[config.mk]
export PLATFORM = sky130hd
export DESIGN_NAME = pwm_multi_nbit
export DESIGN_NICKNAME = d
export VERILOG_FILES = /design/src/rtl/pwm_nbit_pkg.sv /design/src/rtl/pwm_nbit_channel.sv /design/src/rtl/pwm_multi_nbit.sv
export SDC_FILE = /design/constraint.sdc
export NUM_CORES = 1
export LEC_CHECK = 0
export BUFFER_PORTS_ARGS = -buffer_cell sky130_fd_sc_hd__buf_4
export CAP_MARGIN = 25
export CORE_UTILIZATION = 40
export DETAILED_ROUTE_END_ITERATION = 8
export HOLD_SLACK_MARGIN = 0.03
export PLACE_DENSITY = 0.6
export SYNTH_ARGS = -nofsm -noshare
export SYNTH_HDL_FRONTEND = slang
export SYNTH_SLANG_ARGS = --single-unit
[constraint.sdc]
create_clock -name i_clk -period 1.8 [get_ports i_clk]
set_input_delay 0 -clock i_clk [delete_from_list [all_inputs] [get_ports i_clk]]
set_output_delay 0 -clock i_clk [all_outputs]
set_load 0.005 [all_outputs]
[src/rtl/pwm_nbit_pkg.sv]
// pwm_nbit_pkg: shared constants, types and helpers for the multi-channel PWM peripheral.
//   pwm_max(width)      - top counter value MAX = 2^width - 2 (period is 2^width - 1 ticks)
//   pwm_width_ok(width) - legal counter/duty width range check (4..16)
//   pwm_ch_width(nch)   - width of the channel-index port, at least 1 bit
//   duty_word_t         - widest duty word the peripheral supports
package pwm_nbit_pkg;

    localparam int unsigned MinWidth = 4;
    localparam int unsigned MaxWidth = 16;

    typedef logic [MaxWidth-1:0] duty_word_t;

    function automatic duty_word_t pwm_max(input int unsigned width);
        return duty_word_t'((32'd1 << width) - 32'd2);
    endfunction

    function automatic bit pwm_width_ok(input int unsigned width);
        return (width >= MinWidth) && (width <= MaxWidth);
    endfunction

    function automatic int unsigned pwm_ch_width(input int unsigned nch);
        return (nch > 1) ? $clog2(nch) : 1;
    endfunction

endpackage

[src/rtl/pwm_nbit_channel.sv]
// pwm_nbit_channel: one PWM output with a double-buffered duty register.
//   clk_i       clock
//   rst_i       synchronous reset, active high
//   wr_i        duty write for this channel (already decoded)
//   duty_i      new duty value, loaded into the pending register
//   boundary_i  period boundary; pending duty moves to active if valid
//   cnt_i       shared period counter
//   incl_eq_i   also treat cnt_i == active as high (center-aligned up-slope)
//   pwm_o       registered PWM output, reset to Invert
module pwm_nbit_channel #(
    parameter int unsigned Width  = 8,
    parameter logic        Invert = 1'b0
) (
    input  logic             clk_i,
    input  logic             rst_i,
    input  logic             wr_i,
    input  logic [Width-1:0] duty_i,
    input  logic             boundary_i,
    input  logic [Width-1:0] cnt_i,
    input  logic             incl_eq_i,
    output logic             pwm_o
);

    logic [Width-1:0] pend_q, pend_d;
    logic [Width-1:0] act_q, act_d;
    logic             valid_q, valid_d;
    logic             pwm_q, pwm_d;
    logic             hit;

    always_comb begin
        pend_d  = pend_q;
        valid_d = valid_q;
        act_d   = act_q;
        // Transfer reads pend_q, so a write landing on the boundary stays pending
        // for the following boundary.
        if (boundary_i && valid_q) begin
            act_d   = pend_q;
            valid_d = 1'b0;
        end
        if (wr_i) begin
            pend_d  = duty_i;
            valid_d = 1'b1;
        end
        hit   = (cnt_i < act_q) || (incl_eq_i && (cnt_i == act_q));
        pwm_d = hit ^ Invert;
    end

    always_ff @(posedge clk_i) begin
        if (rst_i) begin
            pend_q  <= '0;
            valid_q <= 1'b0;
            act_q   <= '0;
            pwm_q   <= Invert;
        end else begin
            pend_q  <= pend_d;
            valid_q <= valid_d;
            act_q   <= act_d;
            pwm_q   <= pwm_d;
        end
    end

    assign pwm_o = pwm_q;

endmodule

[src/rtl/pwm_multi_nbit.sv]
// pwm_multi_nbit: parametrised multi-channel PWM with one shared counter.
//   i_clk     processor clock
//   i_rst     synchronous reset, active high
//   i_wr      duty write strobe
//   i_ch      channel index for i_wr; indices >= G_NCHANNELS are ignored
//   i_duty    new duty value
//   o_pwm     registered PWM outputs (reset value G_INVERT)
//   o_period  one-clock pulse in the cycle after the period boundary
// Build option: define PWM_NBIT_CENTER_EN for center-aligned (up/down) counting;
// otherwise the counter is an edge-aligned sawtooth 0..MAX.
module pwm_multi_nbit
    import pwm_nbit_pkg::*;
#(
    parameter int unsigned           G_WIDTH     = 8,
    parameter int unsigned           G_NCHANNELS = 3,
    parameter int unsigned           G_PRESCALE  = 1,
    parameter logic [G_NCHANNELS-1:0] G_INVERT   = '0
) (
    input  logic                                    i_clk,
    input  logic                                    i_rst,
    input  logic                                    i_wr,
    input  logic [pwm_ch_width(G_NCHANNELS)-1:0]    i_ch,
    input  logic [G_WIDTH-1:0]                      i_duty,
    output logic [G_NCHANNELS-1:0]                  o_pwm,
    output logic                                    o_period
);

    localparam int unsigned        ChW     = pwm_ch_width(G_NCHANNELS);
    localparam logic [15:0]        PreLast = 16'(G_PRESCALE - 1);
    localparam logic [G_WIDTH-1:0] CntMax  = G_WIDTH'(pwm_max(G_WIDTH));
    localparam logic [G_WIDTH-1:0] CntOne  = G_WIDTH'(1);

    if (!pwm_width_ok(G_WIDTH)) begin : g_bad_width
        $error("pwm_multi_nbit: G_WIDTH out of range 4..16");
    end

    logic [15:0]        pre_q, pre_d;
    logic [G_WIDTH-1:0] cnt_q, cnt_d;
    logic               period_q;
    logic               tick;
    logic               boundary;
    logic               incl_eq;

    assign tick  = (pre_q == PreLast);
    assign pre_d = tick ? 16'd0 : pre_q + 16'd1;

`ifdef PWM_NBIT_CENTER_EN
    logic down_q, down_d;

    // Sequence per period: 0(down, boundary), 1..MAX up, MAX-1..1 down, back to 0.
    // Endpoints are not repeated, so each period is 2*MAX ticks.
    always_comb begin
        cnt_d    = cnt_q;
        down_d   = down_q;
        boundary = 1'b0;
        if (tick) begin
            if (down_q) begin
                if (cnt_q == '0) begin
                    cnt_d    = CntOne;
                    down_d   = 1'b0;
                    boundary = 1'b1;
                end else begin
                    cnt_d = cnt_q - CntOne;
                end
            end else if (cnt_q == CntMax) begin
                cnt_d  = CntMax - CntOne;
                down_d = 1'b1;
            end else begin
                cnt_d = cnt_q + CntOne;
            end
        end
        // Up-slope covers 1..MAX and down-slope MAX-1..0; counting cnt == duty as high
        // on the up-slope gives exactly 2*duty high ticks, symmetric about cnt = 0.
        incl_eq = !down_q && (cnt_q != '0);
    end

    always_ff @(posedge i_clk) begin
        if (i_rst) begin
            down_q <= 1'b0;
        end else begin
            down_q <= down_d;
        end
    end
`else
    always_comb begin
        cnt_d    = cnt_q;
        boundary = 1'b0;
        incl_eq  = 1'b0;
        if (tick) begin
            if (cnt_q == CntMax) begin
                cnt_d    = '0;
                boundary = 1'b1;
            end else begin
                cnt_d = cnt_q + CntOne;
            end
        end
    end
`endif

    always_ff @(posedge i_clk) begin
        if (i_rst) begin
            pre_q    <= 16'd0;
            cnt_q    <= '0;
            period_q <= 1'b0;
        end else begin
            pre_q    <= pre_d;
            cnt_q    <= cnt_d;
            period_q <= boundary;
        end
    end

    assign o_period = period_q;

    for (genvar c = 0; c < G_NCHANNELS; c++) begin : g_ch
        logic wr_sel;
        assign wr_sel = i_wr && (i_ch == ChW'(c));

        pwm_nbit_channel #(
            .Width  (G_WIDTH),
            .Invert (G_INVERT[c])
        ) u_channel (
            .clk_i      (i_clk),
            .rst_i      (i_rst),
            .wr_i       (wr_sel),
            .duty_i     (i_duty),
            .boundary_i (boundary),
            .cnt_i      (cnt_q),
            .incl_eq_i  (incl_eq),
            .pwm_o      (o_pwm[c])
        );
    end

endmodule

==> impl_metrics.toml <==
[status]
status = "finished clean"

[die]
start_util_pct = 41.9
row_count = 35
dieHeight_um = 101
fp.coreArea_mm2 = 0.00937
die_x_um = 101
die_area_mm2 = 0.0102
io_pins = 17

[synth]
yosysMostFrequentCell = "dfxtp_1"
yosys.area_share.simple_pct = 20.4
synth_top_family_by_area = "simple AND/OR/NAND/NOR gates"
ys_warn_count = 0
synthCells = 439
synth_cell_types = 37
synth.avg_cell_area_um2 = 8.95
synth_compound_area_share_pct = 15.3
synth_ff_type = "dfxtp_1"
synth_xor_area_share_pct = 3.12
async_flop_share_pct = 0
synth_edf_count = 0
synth_commonest_cells = "dfxtp_1 (79), nor2_1 (46), a21oi_1 (36)"
ys_seq_area_share_pct = 40.3
yosys.area_share.adder_pct = 7.96
synthesis.area_mm2 = 0.00393
yosys_register_bits = 79
yosysTopAreaCell = "dfxtp_1"
synth_mux_area_share_pct = 6.37
synth_top_area_share_pct = 40.3
syn_nets = 477
synth_area_leaders = "dfxtp_1 (40%), ha_1 (8.0%), mux2i_1 (6.4%), o31ai_1 (6.1%), nand4_1 (4.9%)"

[global_routing]
antenna_found_initial = 0
grt_max_degree = 35
grt_first_pass_wirelength_mm = 15.2
track_usage_pct = 19.3
gr-total-overflow = 0
grt_pass1_vias = 3087

[clock_network]
max-clock-path-buffers = 2
htree_levels = 3
cts_tree = "built"
clock_latency_ns = 0.35
clock-sinks = 79
cts-root-buf = "clkbuf_8"
cts_setup_buffers = 0
clk_pin_slew_worst_paths_ns = 0.08
cts_buffers = 9

[layout]
final_nets = 510
post-route-cell-area_mm2 = 0.00463
diodes = 0
fin_cells = 606
synthToLayoutAreaGrowth_pct = 17.9
drive_above_1_share_pct = 16.1

[worst_hold_path]
hp-start = "i_rst"
hold_path.class = "input pin to flip-flop"
hold_path_depth = 2
whs_endpoint = "g_ch[2].u_channel.pend_q[1]"

[sta]
relSlewSlack_pct = 58.8
hold_viol_final = 0
tightest_slew_ns = 0.616
finalSetupTns_ns = 0
finalMaxSlewViolations = 0
period_share_pct = 93.8
hold_ws_ns = 0.0652
fin_ws_ns = 0.111
fmax_mhz = 592
setup_viol = 0
period_minus_slack_ns = 1.69
finClkSkew_ns = 0.00794
rsz0062_at_grt = "false"

[critical_path]
r2r_cells = 4
worstReg2RegEnd = "cnt_q[2]"
path_class = "flip-flop to flip-flop"
r2r_setup_slack_ns = 0.11
cp_data_required_time_ns = 2.07
worstReg2RegStart = "pre_q[14]"
crit_chain = "nor4_4 > nand2_2 > or4_4 > a211oi_2"
crit_path_start_kind = "flip-flop"
critical-path-slowest-cell = "or4_4"
endpoint_kind = "flip-flop"
cp_max_fo = 4
crit_arrival_ns = 1.96
critical-path-max-stage-delay_ns = 0.50

[power_and_ir_drop]
seqPwrFrac_pct = 53.9
switching_share_pct = 24.0
p_clk_share_pct = 39.4
internal_power_mw = 2.54
peakVddDrop_v = 0.000386
p_per_area_mw_per_mm2 = 721
leakagePower_nw = 1.75
combinationalPowerShare_pct = 6.7
switching_power_mw = 0.802

[placed_design]
dp_slack_ns = 0.139
place_area_mm2 = 0.00433
port_buffers = 16
gp_congestion = 0.829
dp.cells = 582
dpl.hpwl_mm = 6.60

[route]
detail-route-antenna-nets = 0
viasPerCell = 5.42
first_pass_iters = 4
drt_first_iter_violations = 101
vias = 3287
wl_mm = 9.18
drcViolationCount = 0
detail_route.wl_per_cell_um = 15.2

[run]
cap_violations = 0
## stage by stage
stage	power (mW)	utilization [%]
after detailed placement	2.05	46.2
final	3.34	49.4
after global placement	2.04	46.2
after CTS	3.37	49.1
after floorplan	1.96	-
after global routing	3.48	49.4
## final cells by class
cell class                      instances  area [um^2]
Fill cell                             916         4740
Multi-Input combinational cell        296         2110
Sequential cell                        79         1580
Timing Repair Buffer                   56          469
Tap cell                              129          161
Clock buffer                            9          124
Inverter                               30          113
Clock inverter                          7         72.6
## logic make-up after synthesis
kind of cell	count (synthesis)
muxes	25
and+or+nand+nor	140
adders and majority gates	25
DFF	79
xor gates and xnor gates	14
buffers and inverters	64
AOI/OAI and AO/OA	92
## per-layer routing
| metal | vias up | GRT usage (%) | routed length [um] |
|---|---|---|---|
| met1 | 1569 | 26.3 | 4560 |
| met4 | 0 | 7.36 | 138 |
| li1 | 1660 | - | - |
| met2 | 48 | 29.9 | 4180 |
| met3 | 10 | 3.88 | 298 |
| met5 | - | 0 | 0 |
## sequential cells by signal (all words and copies together), names as in the netlist
register                count
g_ch.u_channel.pwm_o        3
g_ch.u_channel.pend_q      24
pre_q                      16
o_period                    1
g_ch.u_channel.act_q       24
cnt_q                       8
g_ch.u_channel.valid_q      3
## power by group through the flow
stage	clock network, mW	registers, mW	logic [mW]
4_1_cts	1.35	1.80	0.222
3_3_place_gp	0	1.84	0.202
5_1_grt	1.43	1.80	0.247
3_5_place_dp	0	1.84	0.207
2_1_floorplan	0	1.84	0.125
6_report	1.32	1.80	0.224
## placed cells by master (no fill, tap or decap), drive strengths merged, types with 8 or more instances in the layout
cell type    synthesis  layout
o31ai               32      32
nor2                46      46
clkbuf              25       9
dfxtp               79      79
a21oi               36      36
dlygate4sd3          0       8
buf                  9      48
mux2i               25      25
nand3               12      12
nand2                9       9
nand4               32      32
xnor2               11      11
or4                 10      10
ha                  25      25
inv                 30      31
## worst max-delay path: cells and delay by family (launching register included)
family	cells	cell delay, ns
AND/OR/NAND/NOR	3	1.02
flip-flops	1	0.36
AO/OA/AOI/OAI	1	0.23
## what timing repair did
item,4_1_cts,5_1_grt
hold endpoints to repair,24,0
endpoints found under the setup margin,0,5
resized for setup,0,9
hold buffers,8,0
## worst max path at each step
stage / slack (ns) / cells past startpoint / from / endpoint
CTS: 0.12 / 4 / pre_q[7] / cnt_q[2]
detailed placement: 0.14 / 5 / pre_q[7] / g_ch[0].u_channel.act_q[7]
floorplan: 0.11 / 7 / cnt_q[1] / g_ch[1].u_channel.act_q[0]
finish: 0.11 / 4 / pre_q[14] / cnt_q[2]
global route: 0.001 / 7 / cnt_q[0] / g_ch[2].u_channel.act_q[3]
global placement: 0.15 / 4 / pre_q[7] / cnt_q[2]
Note: power is estimated with default switching activity, not from simulation.
